File: config.mk
export PLATFORM = sky130hd
export DESIGN_NAME = pr_stream_detector
export DESIGN_NICKNAME = d
export VERILOG_FILES = /design/src/rtl/pr_stream_detector.sv
export SDC_FILE = /design/constraint.sdc
export NUM_CORES = 1
export LEC_CHECK = 0
export ABC_CLOCK_PERIOD_IN_PS = 11000
export CORE_MARGIN = 4
export CORE_UTILIZATION = 56
export CTS_CLUSTER_SIZE = 25
export DETAILED_ROUTE_END_ITERATION = 12
export MAX_ROUTING_LAYER = met4
export PLACE_DENSITY = 0.75
export SLEW_MARGIN = 5
export SYNTH_ARGS = -nofsm -noshare
export SYNTH_HDL_FRONTEND = slang
export SYNTH_SLANG_ARGS = --single-unit
File: constraint.sdc
create_clock -name clk -period 11 [get_ports clk]
set_input_delay 1.1 -clock clk [delete_from_list [all_inputs] [get_ports clk]]
set_output_delay 1.1 -clock clk [all_outputs]
set_load 0.01 [all_outputs]
File: src/rtl/pr_stream_detector.sv
`default_nettype none
// ============================================================================
// Module   : pr_stream_detector
// Brief    : Multi-stream stride detector with throttled prefetch issue.
// Revision : 1.0 - initial release
// ============================================================================
module pr_stream_detector #(
    parameter int ADDR_BITS         = 16,
    parameter int BURST_LEN_WIDTH   = 8,
    parameter int TID_WIDTH         = 8,
    parameter int NUM_STREAMS       = 4,
    parameter int CONF_WIDTH        = 2,
    parameter int PRFETCH_FRQ_WIDTH = 6
) (
    input  logic                           clk,
    input  logic                           resetN,
    input  logic                           en,
    input  logic                           obs_valid,
    input  logic [ADDR_BITS-1:0]           obs_addr,
    input  logic [BURST_LEN_WIDTH-1:0]     obs_len,
    input  logic [TID_WIDTH-1:0]           obs_id,
    input  logic                           wr_valid,
    input  logic [ADDR_BITS-1:0]           wr_addr,
    input  logic [ADDR_BITS-1:0]           bar,
    input  logic [ADDR_BITS-1:0]           limit,
    input  logic [CONF_WIDTH-1:0]          crs_confThresh,
    input  logic [PRFETCH_FRQ_WIDTH-1:0]   crs_prBandwidthThrottle,
    output logic                           pf_valid,
    input  logic                           pf_ready,
    output logic [ADDR_BITS-1:0]           pf_addr,
    output logic [BURST_LEN_WIDTH-1:0]     pf_len,
    output logic [TID_WIDTH-1:0]           pf_id,
    output logic [$clog2(NUM_STREAMS)-1:0] pf_stream
);

    localparam int c_IDX_W = $clog2(NUM_STREAMS);
    localparam int c_EXT_W = ADDR_BITS + 1;

    // Stream table
    logic                         r_valid     [NUM_STREAMS];
    logic [TID_WIDTH-1:0]         r_id        [NUM_STREAMS];
    logic [BURST_LEN_WIDTH-1:0]   r_len       [NUM_STREAMS];
    logic [ADDR_BITS-1:0]         r_last      [NUM_STREAMS];
    logic [ADDR_BITS-1:0]         r_stride    [NUM_STREAMS];
    logic [CONF_WIDTH-1:0]        r_conf      [NUM_STREAMS];
    logic                         r_pend      [NUM_STREAMS];
    logic [ADDR_BITS-1:0]         r_pend_addr [NUM_STREAMS];

    logic [c_IDX_W-1:0]           r_victim;
    logic [c_IDX_W-1:0]           r_arb_ptr;
    logic [PRFETCH_FRQ_WIDTH-1:0] r_throttle;
    logic                         r_pf_valid;
    logic [ADDR_BITS-1:0]         r_pf_addr;
    logic [BURST_LEN_WIDTH-1:0]   r_pf_len;
    logic [TID_WIDTH-1:0]         r_pf_id;
    logic [c_IDX_W-1:0]           r_pf_stream;

    logic                         w_obs_acc;
    logic                         w_hit;
    logic [c_IDX_W-1:0]           w_hit_idx;
    logic                         w_free;
    logic [c_IDX_W-1:0]           w_free_idx;
    logic [c_IDX_W-1:0]           w_tgt;
    logic                         w_replace;
    logic                         w_same_len;
    logic [ADDR_BITS-1:0]         w_delta;
    logic [CONF_WIDTH-1:0]        w_thr;
    logic [ADDR_BITS-1:0]         w_new_stride;
    logic [CONF_WIDTH-1:0]        w_new_conf;
    logic                         w_obs_wr_pend;
    logic                         w_new_pend;
    logic [ADDR_BITS-1:0]         w_new_pend_addr;
    logic [NUM_STREAMS-1:0]       w_snoop;
    logic [NUM_STREAMS-1:0]       w_cand;
    logic                         w_can_issue;
    logic                         w_sel_ok;
    logic [c_IDX_W-1:0]           w_sel_idx;
    logic                         w_sel;
    logic                         w_hs;

    assign w_obs_acc = en && obs_valid && (obs_addr >= bar) && (obs_addr < limit);
    assign w_thr     = (crs_confThresh == '0) ? CONF_WIDTH'(1) : crs_confThresh;

    // Lowest-index hit and lowest-index free slot
    always_comb begin
        w_hit      = 1'b0;
        w_hit_idx  = '0;
        w_free     = 1'b0;
        w_free_idx = '0;
        for (int i = NUM_STREAMS - 1; i >= 0; i--) begin
            if (r_valid[i] && (r_id[i] == obs_id)) begin
                w_hit     = 1'b1;
                w_hit_idx = c_IDX_W'(i);
            end
            if (!r_valid[i]) begin
                w_free     = 1'b1;
                w_free_idx = c_IDX_W'(i);
            end
        end
    end

    assign w_tgt      = w_hit ? w_hit_idx : (w_free ? w_free_idx : r_victim);
    assign w_replace  = w_obs_acc && !w_hit && !w_free;
    assign w_same_len = w_hit && (r_len[w_hit_idx] == obs_len);
    assign w_delta    = obs_addr - r_last[w_tgt];

    // Allocation and cleanup always rewrite pending; a plain hit only does so when it arms.
    always_comb begin
        w_new_stride    = '0;
        w_new_conf      = '0;
        w_obs_wr_pend   = 1'b1;
        w_new_pend      = 1'b0;
        w_new_pend_addr = '0;
        if (w_same_len) begin
            w_obs_wr_pend   = 1'b0;
            w_new_pend_addr = r_pend_addr[w_tgt];
            if (w_delta == '0) begin
                w_new_stride = r_stride[w_tgt];
            end else if (w_delta == r_stride[w_tgt]) begin
                w_new_stride = r_stride[w_tgt];
                w_new_conf   = (&r_conf[w_tgt]) ? r_conf[w_tgt]
                                                : r_conf[w_tgt] + CONF_WIDTH'(1);
            end else begin
                w_new_stride = w_delta;
            end
            if ((w_new_conf >= w_thr) && (w_new_stride != '0)) begin
                w_obs_wr_pend   = 1'b1;
                w_new_pend_addr = obs_addr + w_new_stride;
                w_new_pend      = (w_new_pend_addr >= bar) && (w_new_pend_addr < limit);
            end
        end
    end

    for (genvar gi = 0; gi < NUM_STREAMS; gi++) begin : g_entry
        logic [c_EXT_W-1:0] w_snoop_hi;
        assign w_snoop_hi   = c_EXT_W'(r_pend_addr[gi]) + c_EXT_W'(r_len[gi]);
        assign w_snoop[gi]  = wr_valid && r_pend[gi] && (wr_addr >= r_pend_addr[gi]) &&
                              (c_EXT_W'(wr_addr) <= w_snoop_hi);
        // An entry being observed or snooped this cycle is not offered to the arbiter.
        assign w_cand[gi]   = r_pend[gi] && !w_snoop[gi] &&
                              !(w_obs_acc && (w_tgt == c_IDX_W'(gi)));
    end

    // Round-robin search starting just after the last issued entry
    always_comb begin
        w_sel_ok  = 1'b0;
        w_sel_idx = '0;
        for (int k = NUM_STREAMS; k >= 1; k--) begin
            if (w_cand[r_arb_ptr + c_IDX_W'(k)]) begin
                w_sel_ok  = 1'b1;
                w_sel_idx = r_arb_ptr + c_IDX_W'(k);
            end
        end
    end

    assign w_can_issue = en && !r_pf_valid && (r_throttle == '0);
    assign w_sel       = w_can_issue && w_sel_ok;
    assign w_hs        = r_pf_valid && pf_ready;

    always_ff @(posedge clk or negedge resetN) begin
        if (!resetN) begin
            for (int i = 0; i < NUM_STREAMS; i++) begin
                r_valid[i]     <= 1'b0;
                r_id[i]        <= '0;
                r_len[i]       <= '0;
                r_last[i]      <= '0;
                r_stride[i]    <= '0;
                r_conf[i]      <= '0;
                r_pend[i]      <= 1'b0;
                r_pend_addr[i] <= '0;
            end
            r_victim    <= '0;
            r_arb_ptr   <= '0;
            r_throttle  <= '0;
            r_pf_valid  <= 1'b0;
            r_pf_addr   <= '0;
            r_pf_len    <= '0;
            r_pf_id     <= '0;
            r_pf_stream <= '0;
        end else begin
            for (int i = 0; i < NUM_STREAMS; i++) begin
                if (w_obs_acc && (w_tgt == c_IDX_W'(i))) begin
                    r_valid[i]  <= 1'b1;
                    r_id[i]     <= obs_id;
                    r_len[i]    <= obs_len;
                    r_last[i]   <= obs_addr;
                    r_stride[i] <= w_new_stride;
                    r_conf[i]   <= w_new_conf;
                    if (w_obs_wr_pend) begin
                        r_pend[i]      <= w_new_pend;
                        r_pend_addr[i] <= w_new_pend_addr;
                    end else if (w_snoop[i]) begin
                        r_pend[i] <= 1'b0;
                    end
                end else if (w_snoop[i] || (w_sel && (w_sel_idx == c_IDX_W'(i)))) begin
                    r_pend[i] <= 1'b0;
                end
            end

            if (w_replace) begin
                r_victim <= r_victim + c_IDX_W'(1);
            end

            if (w_sel) begin
                r_pf_valid  <= 1'b1;
                r_pf_addr   <= r_pend_addr[w_sel_idx];
                r_pf_len    <= r_len[w_sel_idx];
                r_pf_id     <= r_id[w_sel_idx];
                r_pf_stream <= w_sel_idx;
                r_arb_ptr   <= w_sel_idx;
            end else if (w_hs) begin
                r_pf_valid <= 1'b0;
            end

            if (w_hs) begin
                r_throttle <= crs_prBandwidthThrottle;
            end else if (r_throttle != '0) begin
                r_throttle <= r_throttle - PRFETCH_FRQ_WIDTH'(1);
            end
        end
    end

    assign pf_valid  = r_pf_valid;
    assign pf_addr   = r_pf_addr;
    assign pf_len    = r_pf_len;
    assign pf_id     = r_pf_id;
    assign pf_stream = r_pf_stream;

endmodule
`default_nettype wire
==> flow_summary.ini <==
[cts]
clock-sinks = 315
cts_buffer_depth = 3
cts-root-buf = clkbuf_16
htreeDepth = 2
hold_buffers = 0
numCtsBuffers = 37
clkTransAtPathRegs_ps = 60
cts_resized = 0
tritoncts = built
post_cts_buffers = 0
insertion_delay_ps = 560

[timing]
max_freq_mhz = 96.5
tns_ps = 0
report.final.hold_viol_count = 0
post-route-min-period_ps = 10360
worst_slew_pin_slew_ps = 1090
report.final.slew_viol_count = 0
fin_skew_ps = 19.1
period_share = 0.942
setup_viol = 0
whs_ps = 474
relSlewSlack = 0.267

[power]
swShare = 0.489
p_sw_mw = 4.79
p_int_mw = 5.01
seqPwrFrac = 0.175
p_leak_nw = 13.3
clkPwrFrac = 0.126
p_per_area_mw_per_mm2 = 359
power_mw = 9.80
p_comb_frac = 0.699
peakVddDrop_mv = 0.295

[drt]
drt-total-wl_um = 76200
post_drt_wl_per_cell_um = 23.1
drt_first_pass_iters = 5
route.detailed.drc = 0
ant_nets = 0
drt_iter0_markers = 2005
num_vias = 21100
vias_per_cell = 6.41

[cells_and_area]
mostFrequentLayoutCells = nand2_1, dfrtp_1, ha_1
n_antenna_cell = 0
fin_area_mm2 = 0.0273
syn2layout_area_growth_pct = 15.0
finalNetCount = 3091
layout_commonest_cell = nand2_1
drive_gt1_frac = 0.126
seq_area_mm2 = 0.00788
fill_cells = 3498
multi_input_area_mm2 = 0.0149
final_core_util = 0.651

[synthesis]
yosys_warnings = 0
synth-async-reset-ratio = 1.00
synthTopCellsByArea = dfrtp_1, ha_1, mux2_2, nand2_1, mux2i_1
syn_area_mm2 = 0.0237
ys_seq_area_frac = 0.332
synth.distinct_cells = 89
synth-edff-count = 0
synth_top_cell_by_area = dfrtp_1
netlist.area_leader.share = 0.332
avgSynthCellArea_um2 = 9.20
synth_ff_type = dfrtp_1
ys_seq_elements = 315
syn_inst = 2580
syn-num-nets = 2937

[run]
maxCapViolCount = 0

[placed_design]
place_area_mm2 = 0.0260
gp_congestion = 1.02
place_hpwl_um = 57100
port_buffers = 128

[worst_setup_path]
cp-start-kind = input pin
worstPathArrival_ps = 10800
crit_required_ps = 11440
cpMaxStageDelayCell = or4_4
slowest_delay_ps = 600
cp-end-kind = flip-flop
crit_type = in -> reg
cp_num_buf_inv = 3
cp_top_family = compound AO/OA/AOI/OAI gates
critPathMaxFanout = 5

[global_routing]
grt_max_degree = 92
grt.overflow.total = 0
grt_first_pass_wirelength_um = 119000
grt_use_total = 0.335
grt_pass1_vias = 21500
antenna_found_initial = 0

[floorplanning]
die_y_um = 214
initial_utilization = 0.566
die-area_mm2 = 0.0458
dieWidth_um = 214
core_mm2 = 0.0419
io_pins = 129
row_count = 75

[status]
status = completed

[worst_hold_path]
hp-class = reg -> reg
==> cells in the mapped netlist (9+ instances only) <==
master / count
inv_1: 164
mux2i_1: 99
buf_2: 11
o22ai_1: 50
a31oi_1: 12
and3_1: 22
nor3_1: 41
nor4_1: 20
nand3_1: 84
nor2b_1: 21
or3_1: 18
nand2b_1: 24
o21ai_1: 21
mux2_2: 119
or4_1: 10
mux2_1: 22
nand2_1: 333
a211oi_1: 28
a21oi_1: 106
o21ai_0: 131
nand4_1: 46
xor2_1: 32
and2_1: 15
o21a_1: 20
o21bai_1: 9
o211a_1: 9
xnor2_1: 97
a32oi_1: 13
a2111oi_0: 10
o211ai_1: 25
nor2_1: 74
ha_1: 257
o31ai_1: 9
clkbuf_1: 84
dfrtp_1: 315
a21o_1: 93
==> power groups by stage <==
stage          Clock, mW  Combinational [mW]  Sequential [mW]
5_1_grt             1.31                7.52             1.74
3_3_place_gp           0                6.44             1.71
3_5_place_dp           0                6.60             1.72
2_1_floorplan          0                4.31             1.61
4_1_cts             1.25                6.65             1.70
6_report            1.23                6.86             1.71
==> metal layers <==
metal | vias to the layer above | GRT usage | wire length, µm
met4 | 0 | 0.161 | 4360
met3 | 247 | 0.0477 | 4790
met5 | - | - | 0
met2 | 857 | 0.556 | 36600
met1 | 10400 | 0.405 | 30400
li1 | 9627 | - | -
==> logic make-up after synthesis <==
group | count (synthesis) | share of synthesized area
buffers and inverters | 276 | 0.0469
muxes | 246 | 0.112
DFF | 315 | 0.332
xor gates and xnor gates | 135 | 0.0517
adders and majority gates | 263 | 0.140
and+or+nand+nor | 743 | 0.149
AOI/OAI and AO/OA | 602 | 0.167
==> state kept, by name, summed over array words and instances, names as in the netlist <==
| signal | cells |
|---|---|
| r_pend | 4 |
| r_len | 32 |
| r_stride | 64 |
| pf_valid | 1 |
| r_pend_addr | 64 |
| r_conf | 8 |
| pf_len | 8 |
| r_victim | 2 |
| r_id | 32 |
| r_throttle | 6 |
| r_arb_ptr | 2 |
| pf_addr | 16 |
| r_last | 64 |
| pf_id | 8 |
| r_valid | 4 |
==> final timing paths <==
kind	from	end	slack [ps]	cells after the start
min reg2reg	r_last[50]$_DFFE_PN0P_	r_last[50]$_DFFE_PN0P_	470	2
max in group asynchronous	resetN	r_pend_addr[14]$_DFFE_PN0P_	8940	2
min in group asynchronous	resetN	r_last[33]$_DFFE_PN0P_	540	1
min	r_last[50]$_DFFE_PN0P_	r_last[50]$_DFFE_PN0P_	470	2
max reg2reg	r_id[14]$_DFFE_PN0P_	r_pend[0]$_DFFE_PN0P_	1210	43
max	obs_id[1]	r_pend[0]$_DFFE_PN0P_	640	44
==> layout make-up <==
class                           instances  share of cell area
Timing Repair Buffer                  227              0.0750
Clock buffer                           47              0.0378
Inverter                              164              0.0225
Clock inverter                         18             0.00664
Multi-Input combinational cell       1989               0.545
Sequential cell                       315               0.289
Tap cell                              539              0.0247
==> stage by stage <==
stage | instances | setup slack, ps
after floorplan | 2580 | 15.6
after global placement | 3234 | 60.9
after detailed placement | 3234 | -219
after CTS | 3299 | 311
after global routing | 3299 | -78.6
final | 3299 | 640
==> worst min-delay path: stages, from the launching register on <==
cell and delay [ps]:
dfrtp_1 340, nand2_1 50, nand2_1 50
(Power assumes the default switching activity.)
